### src/rtl/game_sequencer.sv
// Memory-game round controller: load a pattern, play it back on the LED,
// collect the player's bits under a timeout, then judge and track the level.
module game_sequencer #(
   parameter int PATTERN_W     = 16,
   parameter int MAX_LEVEL     = 15,
   parameter int TICK_DIV      = 25000000,
   parameter int TIMEOUT_TICKS = 8
) (
   input  logic                 clk,
   input  logic                 reset,
   input  logic                 go,
   input  logic [PATTERN_W-1:0] pattern_in,
   input  logic                 resp_valid,
   input  logic                 resp_bit,
   output logic [3:0]           level,
   output logic                 show_en,
   output logic                 show_bit,
   output logic                 resp_ok,
   output logic                 busy,
   output logic [1:0]           result,
   output logic [3:0]           state_code
);

   localparam int TICK_W = (TICK_DIV > 2) ? $clog2(TICK_DIV) : 1;
   localparam int TO_W   = $clog2(TIMEOUT_TICKS + 1);

   localparam logic [TICK_W-1:0] TICK_RELOAD = TICK_W'(TICK_DIV - 1);
   localparam logic [TICK_W-1:0] TICK_ONE    = TICK_W'(1);
   localparam logic [TICK_W-1:0] TICK_ZERO   = TICK_W'(0);
   localparam logic [TO_W-1:0]   TO_LAST     = TO_W'(TIMEOUT_TICKS - 1);
   localparam logic [TO_W-1:0]   TO_ONE      = TO_W'(1);
   localparam logic [TO_W-1:0]   TO_ZERO     = TO_W'(0);
   localparam logic [3:0]        LEVEL_MAX   = 4'(MAX_LEVEL);

   typedef enum logic [3:0] {
      ST_IDLE = 4'd0,
      ST_LOAD = 4'd1,
      ST_SHOW = 4'd2,
      ST_RESP = 4'd3,
      ST_PASS = 4'd4,
      ST_FAIL = 4'd5,
      ST_WIN  = 4'd6
   } state_t;

   state_t               state_r;
   logic [PATTERN_W-1:0] shreg_r;
   logic [PATTERN_W-1:0] pat_copy_r;
   logic [3:0]           step_r;
   logic [3:0]           level_r;
   logic [1:0]           result_r;
   logic                 resp_ok_r;
   logic [TICK_W-1:0]    tick_cnt_r;
   logic [TO_W-1:0]      to_cnt_r;

   logic                 tick_s;
   logic                 resp_match_s;

   assign tick_s       = (tick_cnt_r == TICK_ZERO);
   assign resp_match_s = (resp_bit == shreg_r[PATTERN_W-1]);

   // All outputs come straight from registers or from a decode of the state register.
   assign level      = level_r;
   assign result     = result_r;
   assign resp_ok    = resp_ok_r;
   assign state_code = state_r;
   assign show_en    = (state_r == ST_SHOW);
   assign show_bit   = (state_r == ST_SHOW) & shreg_r[PATTERN_W-1];
   assign busy       = (state_r != ST_IDLE);

   // Round FSM with playback pacing, response checking and timeout counting.
   always_ff @(posedge clk or posedge reset) begin
      if (reset) begin
         state_r    <= ST_IDLE;
         shreg_r    <= {PATTERN_W{1'b0}};
         pat_copy_r <= {PATTERN_W{1'b0}};
         step_r     <= 4'd0;
         level_r    <= 4'd0;
         result_r   <= 2'd0;
         resp_ok_r  <= 1'b0;
         tick_cnt_r <= TICK_ZERO;
         to_cnt_r   <= TO_ZERO;
      end else begin
         resp_ok_r <= 1'b0;
         case (state_r)
            ST_IDLE: begin
               if (go) state_r <= ST_LOAD;
               else    state_r <= ST_IDLE;
            end
            ST_LOAD: begin
               pat_copy_r <= pattern_in;
               shreg_r    <= pattern_in;
               step_r     <= 4'd0;
               tick_cnt_r <= TICK_RELOAD;
               result_r   <= 2'd0;
               state_r    <= ST_SHOW;
            end
            ST_SHOW: begin
               if (tick_s) begin
                  tick_cnt_r <= TICK_RELOAD;
                  if (step_r == level_r) begin
                     // Rewind so the response phase compares against the same bits.
                     shreg_r  <= pat_copy_r;
                     step_r   <= 4'd0;
                     to_cnt_r <= TO_ZERO;
                     state_r  <= ST_RESP;
                  end else begin
                     shreg_r <= {shreg_r[PATTERN_W-2:0], 1'b0};
                     step_r  <= step_r + 4'd1;
                  end
               end else begin
                  tick_cnt_r <= tick_cnt_r - TICK_ONE;
               end
            end
            ST_RESP: begin
               // A response takes priority over a timeout tick in the same cycle.
               if (resp_valid) begin
                  if (!resp_match_s) begin
                     state_r <= ST_FAIL;
                  end else begin
                     resp_ok_r  <= 1'b1;
                     shreg_r    <= {shreg_r[PATTERN_W-2:0], 1'b0};
                     tick_cnt_r <= TICK_RELOAD;
                     to_cnt_r   <= TO_ZERO;
                     if (step_r == level_r) state_r <= ST_PASS;
                     else                   step_r  <= step_r + 4'd1;
                  end
               end else if (tick_s) begin
                  tick_cnt_r <= TICK_RELOAD;
                  if (to_cnt_r == TO_LAST) state_r  <= ST_FAIL;
                  else                     to_cnt_r <= to_cnt_r + TO_ONE;
               end else begin
                  tick_cnt_r <= tick_cnt_r - TICK_ONE;
               end
            end
            ST_PASS: begin
               if (level_r == LEVEL_MAX) begin
                  state_r <= ST_WIN;
               end else begin
                  level_r  <= level_r + 4'd1;
                  result_r <= 2'd1;
                  state_r  <= ST_IDLE;
               end
            end
            ST_FAIL: begin
               level_r  <= 4'd0;
               result_r <= 2'd2;
               state_r  <= ST_IDLE;
            end
            ST_WIN: begin
               level_r  <= 4'd0;
               result_r <= 2'd3;
               state_r  <= ST_IDLE;
            end
            default: begin
               state_r <= ST_IDLE;
            end
         endcase
      end
   end

endmodule

### config.mk
export PLATFORM = sky130hd
export DESIGN_NAME = game_sequencer
export DESIGN_NICKNAME = d
export VERILOG_FILES = /design/src/rtl/game_sequencer.sv
export SDC_FILE = /design/constraint.sdc
export NUM_CORES = 1
export LEC_CHECK = 0
export CAP_MARGIN = 0
export CORE_MARGIN = 2
export CORE_UTILIZATION = 50
export CTS_CLUSTER_DIAMETER = 30
export DETAILED_ROUTE_END_ITERATION = 12
export PLACE_DENSITY = 0.7
export SYNTH_ARGS = -nofsm -noshare
export SYNTH_HDL_FRONTEND = slang
export SYNTH_SLANG_ARGS = --single-unit
export TNS_END_PERCENT = 30
### constraint.sdc
create_clock -name clk -period 3 [get_ports clk]
set_clock_uncertainty 0.05 [all_clocks]
set_input_delay 0.45 -clock clk [delete_from_list [all_inputs] [get_ports clk]]
set_output_delay 0.45 -clock clk [all_outputs]
set_load 0.02 [all_outputs]
==> flow_summary.yaml, run 1 <==
run_status:
  status: "finished, final reports clean"
grt:
  grt_pass1_vias: 3241
  busiest_layer: "met2"
  grtUsageTotal_pct: 22.3
  globalRouteMet3Util_pct: 4.07
  grt_start_max_net_pins: 76
  grt_overflow: 0
  antenna_found_initial: 0
  grt_use_met1_pct: 30.5
  grt_util_met2_pct: 35.2
  grt_pass1_wl_um: 15600
yosys:
  synth_enable_flop_cells: 0
  yosysWarnings: 0
  yosys-top-cells-area: "dfrtp_1, mux2_2, o21ai_0"
  syn-num-nets: 455
  synth_seq_area_share_pct: 45.5
  syn_area_per_cell_sq_um: 9.62
  synthFlopType: "dfrtp_1"
  yosysTopAreaCell: "dfrtp_1"
  ys_async_sr_fraction_pct: 100
  synth_cell_type_count: 58
  yosys.area.top_type_share_pct: 45.5
  ys_seq_elements: 75
  syn-cell-area_sq_um: 4130
  synth_cells: 429
pwr:
  power_mw: 4.72
  vdd_drop_max_mv: 0.342
  p_switching_mw: 2.05
  switching_share_pct: 43.5
  p_seq_share_pct: 36.1
  pwr-share-comb_pct: 47.8
  p_leak_nw: 1.87
  p_clk_share_pct: 16.1
  internal_power_mw: 2.67
  power_density_nw_per_um2: 991
floorplanning:
  dieWidth_um: 94.8
  start_util_pct: 51.0
  core_area_sq_um: 8090
  rows: 33
  die_h_um: 94.8
  ios: 35
  die_area_sq_um: 8990
placed_design:
  hpwl_um: 6200
  placed_cells: 552
  gp_congestion: 0.844
  io_buffers: 33
  placed_cell_area_sq_um: 4570
clock_network:
  post_cts_buffers: 0
  cts_num_sinks: 75
  cts_buffers: 9
  cts_tree: "done"
  ctsRootBufferMaster: "clkbuf_8"
  clockBufferDepth: 2
  post_cts_resize_count: 0
  clock_latency_ns: 0.36
  clk_pin_slew_worst_paths_ns: 0.09
  h-tree-depth: 3
  hold_buffers: 0
drt:
  drt_iter0_drc: 247
  antenna_left: 0
  vias: 3461
  wire_per_inst_um: 16.4
  drcViolationCount: 0
  wl_um: 9290
  vias_per_cell: 6.09
  firstDrtPassIters: 5
worst_setup_path:
  reg2reg_depth: 5
  worstSetupStartpointType: "flip-flop"
  crit_type: "flip-flop to primary output"
  cp.arrival_ns: 2.08
  cp.required_ns: 2.50
  worstPathMaxFanout: 27
  endpoint_kind: "primary output"
layout:
  layout.cells.non_filler: 568
  fin_area_sq_um: 4760
  layout.area.seq_sq_um: 1880
  final_util_pct: 58.8
  fillers: 687
  final_layout_size_suffix_gt1_share_pct: 15.8
  area_growth_pct: 15.4
  multiInputGateArea_sq_um: 2080
  fin_nets: 484
  diodes: 0
sta:
  tightestPinTransition_ns: 0.827
  max-slew-margin-rel_pct: 44.8
  hold_viol: 0
  rsz0062_at_grt: "no"
  fin_setup_tns_ns: 0
  max_freq_ghz: 0.388
  layout_min_cycle_time_ns: 2.58
  fin_crit_sh_pct: 86.0
  setup_viol_count_final: 0
  drv_slew: 0
run:
  drv_cap: 0
hold_path:
  hp-class: "primary input to asynchronous set/reset pin"
## sequential cells by signal, summed over array words and instances (netlist names)
name,cells
result,2
level,4
tick_cnt_r,25
resp_ok,1
shreg_r,16
state_code,3
pat_copy_r,16
step_r,4
to_cnt_r,4
## placed cells by master (no fill, tap or decap), types with 9 or more instances in the layout
| master | count |
|---|---|
| clkbuf_8 | 9 |
| dfrtp_1 | 75 |
| inv_1 | 10 |
| or3_1 | 9 |
| o21ai_0 | 46 |
| nand2_1 | 22 |
| nor2_1 | 38 |
| buf_4 | 12 |
| nand3_1 | 26 |
| o31ai_1 | 10 |
| clkdlybuf4s50_1 | 33 |
| nor3_1 | 11 |
| a31oi_1 | 20 |
| mux2_2 | 31 |
| a21oi_1 | 11 |
## stage by stage
stage	worst slack [ns]	hold WS, ns
6_report	0.420	0.395
5_1_grt	0.304	0.476
4_1_cts	0.414	0.446
3_5_place_dp	0.436	0.430
3_3_place_gp	0.502	0.425
2_1_floorplan	0.590	0.407
## critical path, cell delays in order (launching register included)
cell	delay, ns
dfrtp_1	0.70
or3_1	0.48
clkdlybuf4s50_1	0.54
## cell type report
class                   count  share of cell area [%]
flip-flops and latches     75                    39.4
repair buffers             46                    9.25
inverters                  12                   0.946
multi-input cells         314                    43.6
well taps                 105                    2.76
clock buffers               9                    2.60
clock inverters             7                    1.37
## cell families after synthesis
logic type	Yosys count	synth area share, %
AOI/OAI and AO/OA	123	19.4
buffers and inverters	40	4.22
other	1	0.0909
and+or+nand+nor	145	18.8
DFF	75	45.5
muxes	34	9.19
adders and majority gates	5	1.52
xor gates and xnor gates	6	1.27
## power by group through the flow
stage	registers [mW]	clock network [mW]	logic, mW
3_5_place_dp	1.71	0	2.25
6_report	1.70	0.761	2.25
4_1_cts	1.70	0.781	2.25
2_1_floorplan	1.66	0	1.66
3_3_place_gp	1.69	0	2.21
5_1_grt	1.76	0.832	2.52
## layer usage
metal / up-vias / part of all wire (%)
met5: - / 0
met4: 0 / 1.3
met3: 12 / 4.3
met2: 102 / 49
met1: 1690 / 46
li1: 1657 / -
## synth_stat cells (5+ instances only)
| cell | number |
|---|---|
| o21ai_0 | 46 |
| a21oi_1 | 11 |
| a31oi_1 | 20 |
| xnor2_1 | 5 |
| clkbuf_1 | 19 |
| nand4_1 | 5 |
| nor4_1 | 8 |
| nand3_1 | 26 |
| inv_1 | 11 |
| or3_1 | 9 |
| nand2_1 | 22 |
| mux2_2 | 31 |
| dfrtp_1 | 75 |
| o31ai_1 | 10 |
| ha_1 | 5 |
| nand2b_1 | 8 |
| nor3_1 | 11 |
| nor2_1 | 38 |
## worst paths after layout
kind,start,end,slack [ns]
max in group asynchronous,reset,state_code[1]$_DFFE_PP0P_,2.13
hold reg to reg,tick_cnt_r[9]$_DFFE_PP0P_,tick_cnt_r[9]$_DFFE_PP0P_,0.46
hold / removal,reset,tick_cnt_r[0]$_DFFE_PP0P_,0.40
setup / recovery,state_code[0]$_DFFE_PP0P_,busy,0.42
setup reg to reg,tick_cnt_r[10]$_DFFE_PP0P_,shreg_r[4]$_DFFE_PP0P_,0.43
min in group clk,tick_cnt_r[9]$_DFFE_PP0P_,tick_cnt_r[9]$_DFFE_PP0P_,0.46
No activity file was read; power rests on OpenSTA's default activity.
==> run 2, diff against run 1 <==
--- a/config.mk
+++ b/config.mk
@@ -11,6 +11,7 @@
 export CTS_CLUSTER_DIAMETER = 30
 export DETAILED_ROUTE_END_ITERATION = 12
 export PLACE_DENSITY = 0.7
+export SLEW_MARGIN = 20
 export SYNTH_ARGS = -nofsm -noshare
 export SYNTH_HDL_FRONTEND = slang
 export SYNTH_SLANG_ARGS = --single-unit
==> results of run 2 <==
Same layout as run 1: the final DEF is identical, and so are final timing and power.
==> run 3, diff against run 2 <==
--- a/config.mk
+++ b/config.mk
@@ -5,7 +5,8 @@
 export SDC_FILE = /design/constraint.sdc
 export NUM_CORES = 1
 export LEC_CHECK = 0
-export CAP_MARGIN = 0
+export CAP_MARGIN = 20
+export CORE_ASPECT_RATIO = 1.4
 export CORE_MARGIN = 2
 export CORE_UTILIZATION = 50
 export CTS_CLUSTER_DIAMETER = 30
==> run 3 against run 2 <==
Net effect:
- combinational power grew 2%
- core utilization rose by 1.4 points
- fmax shrank 4.3%
- power is 7.3% higher
- non-clock buffer count increased by 2
- sequential power about the same
- sequential share of layout area decreased by 0.95 points
- count of clock-buffer cells in the layout up 4
- first-iteration DRC count is 6.5% higher
- clock power rose by 42%
- cell area increased by 2.5%
==> flow_summary.yaml, run 3 (synthesis results as in run 1) <==
worst_setup_path:
  cp.arrival_ns: 2.20
  startpoint: "state_code[1]$_DFFE_PP0P_"
  slowest_stage: "clkdlybuf4s50_1"
  path_cells: "nand2b_1, nor2_1, clkdlybuf4s50_1"
  worstReg2RegStart: "tick_cnt_r[10]$_DFFE_PP0P_"
  cp_num_buf_inv: 1
  worstSetupStartpointType: "flip-flop"
  slowest_delay_ns: 0.66
  crit_type: "flip-flop to primary output"
  cp.required_ns: 2.50
  worstPathMaxFanout: 14
  endpoint_kind: "primary output"
  crit_family: "buffers and inverters"
sta:
  rsz0062_at_grt: "no"
  tightestPinTransition_ns: 0.599
  fin_crit_sh_pct: 89.9
  setup_ws_ns: 0.304
  fin_hold_ws_ns: 0.418
  drv_slew: 0
  hold_viol: 0
  max_freq_ghz: 0.371
  fin_setup_tns_ns: 0
  layout_min_cycle_time_ns: 2.70
  setup_viol_count_final: 0
  max-slew-margin-rel_pct: 59.7
clock_network:
  post_cts_buffers: 0
  cts_buffers: 9
  cts_num_sinks: 75
  cts_tree: "done"
  hold_buffers: 0
  ctsRootBufferMaster: "clkbuf_16"
  clockBufferDepth: 2
  clock_latency_ns: 0.34
  clk_pin_slew_worst_paths_ns: 0.06
  h-tree-depth: 3
  post_cts_resize_count: 0
placed_design:
  gp_congestion: 0.834
  io_buffers: 33
  hpwl_um: 6790
  pre_cts_slack_ns: 0.461
grt:
  antenna_found_initial: 0
  grtUsageTotal_pct: 22.6
  grt_pass1_wl_um: 16000
  grt_start_max_net_pins: 33
  grt_pass1_vias: 3464
  grt_overflow: 0
drt:
  wl_um: 9620
  antenna_left: 0
  vias_per_cell: 6.11
  vias: 3460
  drt_iter0_drc: 263
  drcViolationCount: 0
  firstDrtPassIters: 5
  wire_per_inst_um: 17.0
floorplanning:
  core_area_sq_um: 8100
  dieWidth_um: 80.8
  start_util_pct: 50.9
  ios: 35
  die_h_um: 111
  rows: 39
  die_area_sq_um: 9000
pwr:
  power_density_nw_per_um2: 1040
  power_mw: 5.06
  p_leak_nw: 1.93
  vdd_drop_max_mv: 0.453
run:
  drv_cap: 0
layout:
  final_cell_mix: "dfrtp_1, o21ai_0, nor2_1, clkdlybuf4s50_1, mux2_2"
  final_layout_size_suffix_gt1_share_pct: 15.5
  largest-register: "tick_cnt_r"
  largest_reg_flops: 25
  area_growth_pct: 18.2
  fin_nets: 486
  final_util_pct: 60.2
  final_common_cell: "dfrtp_1"
  top_regs: "tick_cnt_r x25, pat_copy_r x16, shreg_r x16"
  diodes: 0
run_status:
  status: "finished, final reports clean"
hold_path:
  hp-class: "primary input to asynchronous set/reset pin"
-- run 3: changes by cell type in the layout (fill, tap and decap cells not counted), moves of 2 or more --
cell | previous run | this run
clkbuf_16 | 0 | 9
clkbuf_8 | 9 | 2
inv_6 | 3 | 0
buf_4 | 12 | 14
clkbuf_1 | 0 | 2
inv_8 | 2 | 0
-- run 3: worst reg2reg max path, stage by stage (launching register included) --
cell	delay, ns
dfrtp_1	0.43
or4_1	0.69
nand4b_4	0.28
o211ai_2	0.45
buf_4	0.25
o21ai_0	0.10
o21ai_0	0.21
-- run 3: layer usage --
layer / global-route usage [%] / part of all wire (%) / vias up
met3: 5.27 / 3.8 / 14
met5: 0 / 0 / -
met2: 39.2 / 52 / 83
li1: - / - / 1652
met1: 26.6 / 42 / 1711
met4: 8.70 / 1.7 / 0
-- run 3: cell type report --
cell class,count,area [sq um]
repair buffers,48,455
inverters,12,45.0
clock inverters,2,35.0
multi-input cells,314,2080
clock buffers,13,260
well taps,102,128
fillers,688,3220
flip-flops and latches,75,1880
-- run 3: final timing paths --
path / end / slack, ns / cells after the start
min in group clk: tick_cnt_r[9]$_DFFE_PP0P_ / 0.45 / 1
min reg2reg: tick_cnt_r[9]$_DFFE_PP0P_ / 0.45 / 1
min: tick_cnt_r[2]$_DFFE_PP0P_ / 0.42 / 2
max: show_en / 0.30 / 3
max reg2reg: tick_cnt_r[21]$_DFFE_PP0P_ / 0.44 / 6
max in group asynchronous: level[2]$_DFFE_PP0P_ / 1.90 / 3
-- run 3: power breakdown --
group          total, mW  switching (mW)  internal (mW)
registers           1.70           0.311           1.39
logic               2.29            1.31          0.975
clock network       1.08           0.393          0.683
-- run 3: stage by stage --
step	cells	instance area (sq um)
3_3_place_gp	551	4580
2_1_floorplan	429	4130
4_1_cts	566	4880
5_1_grt	566	4880
6_report	566	4880
3_5_place_dp	551	4580
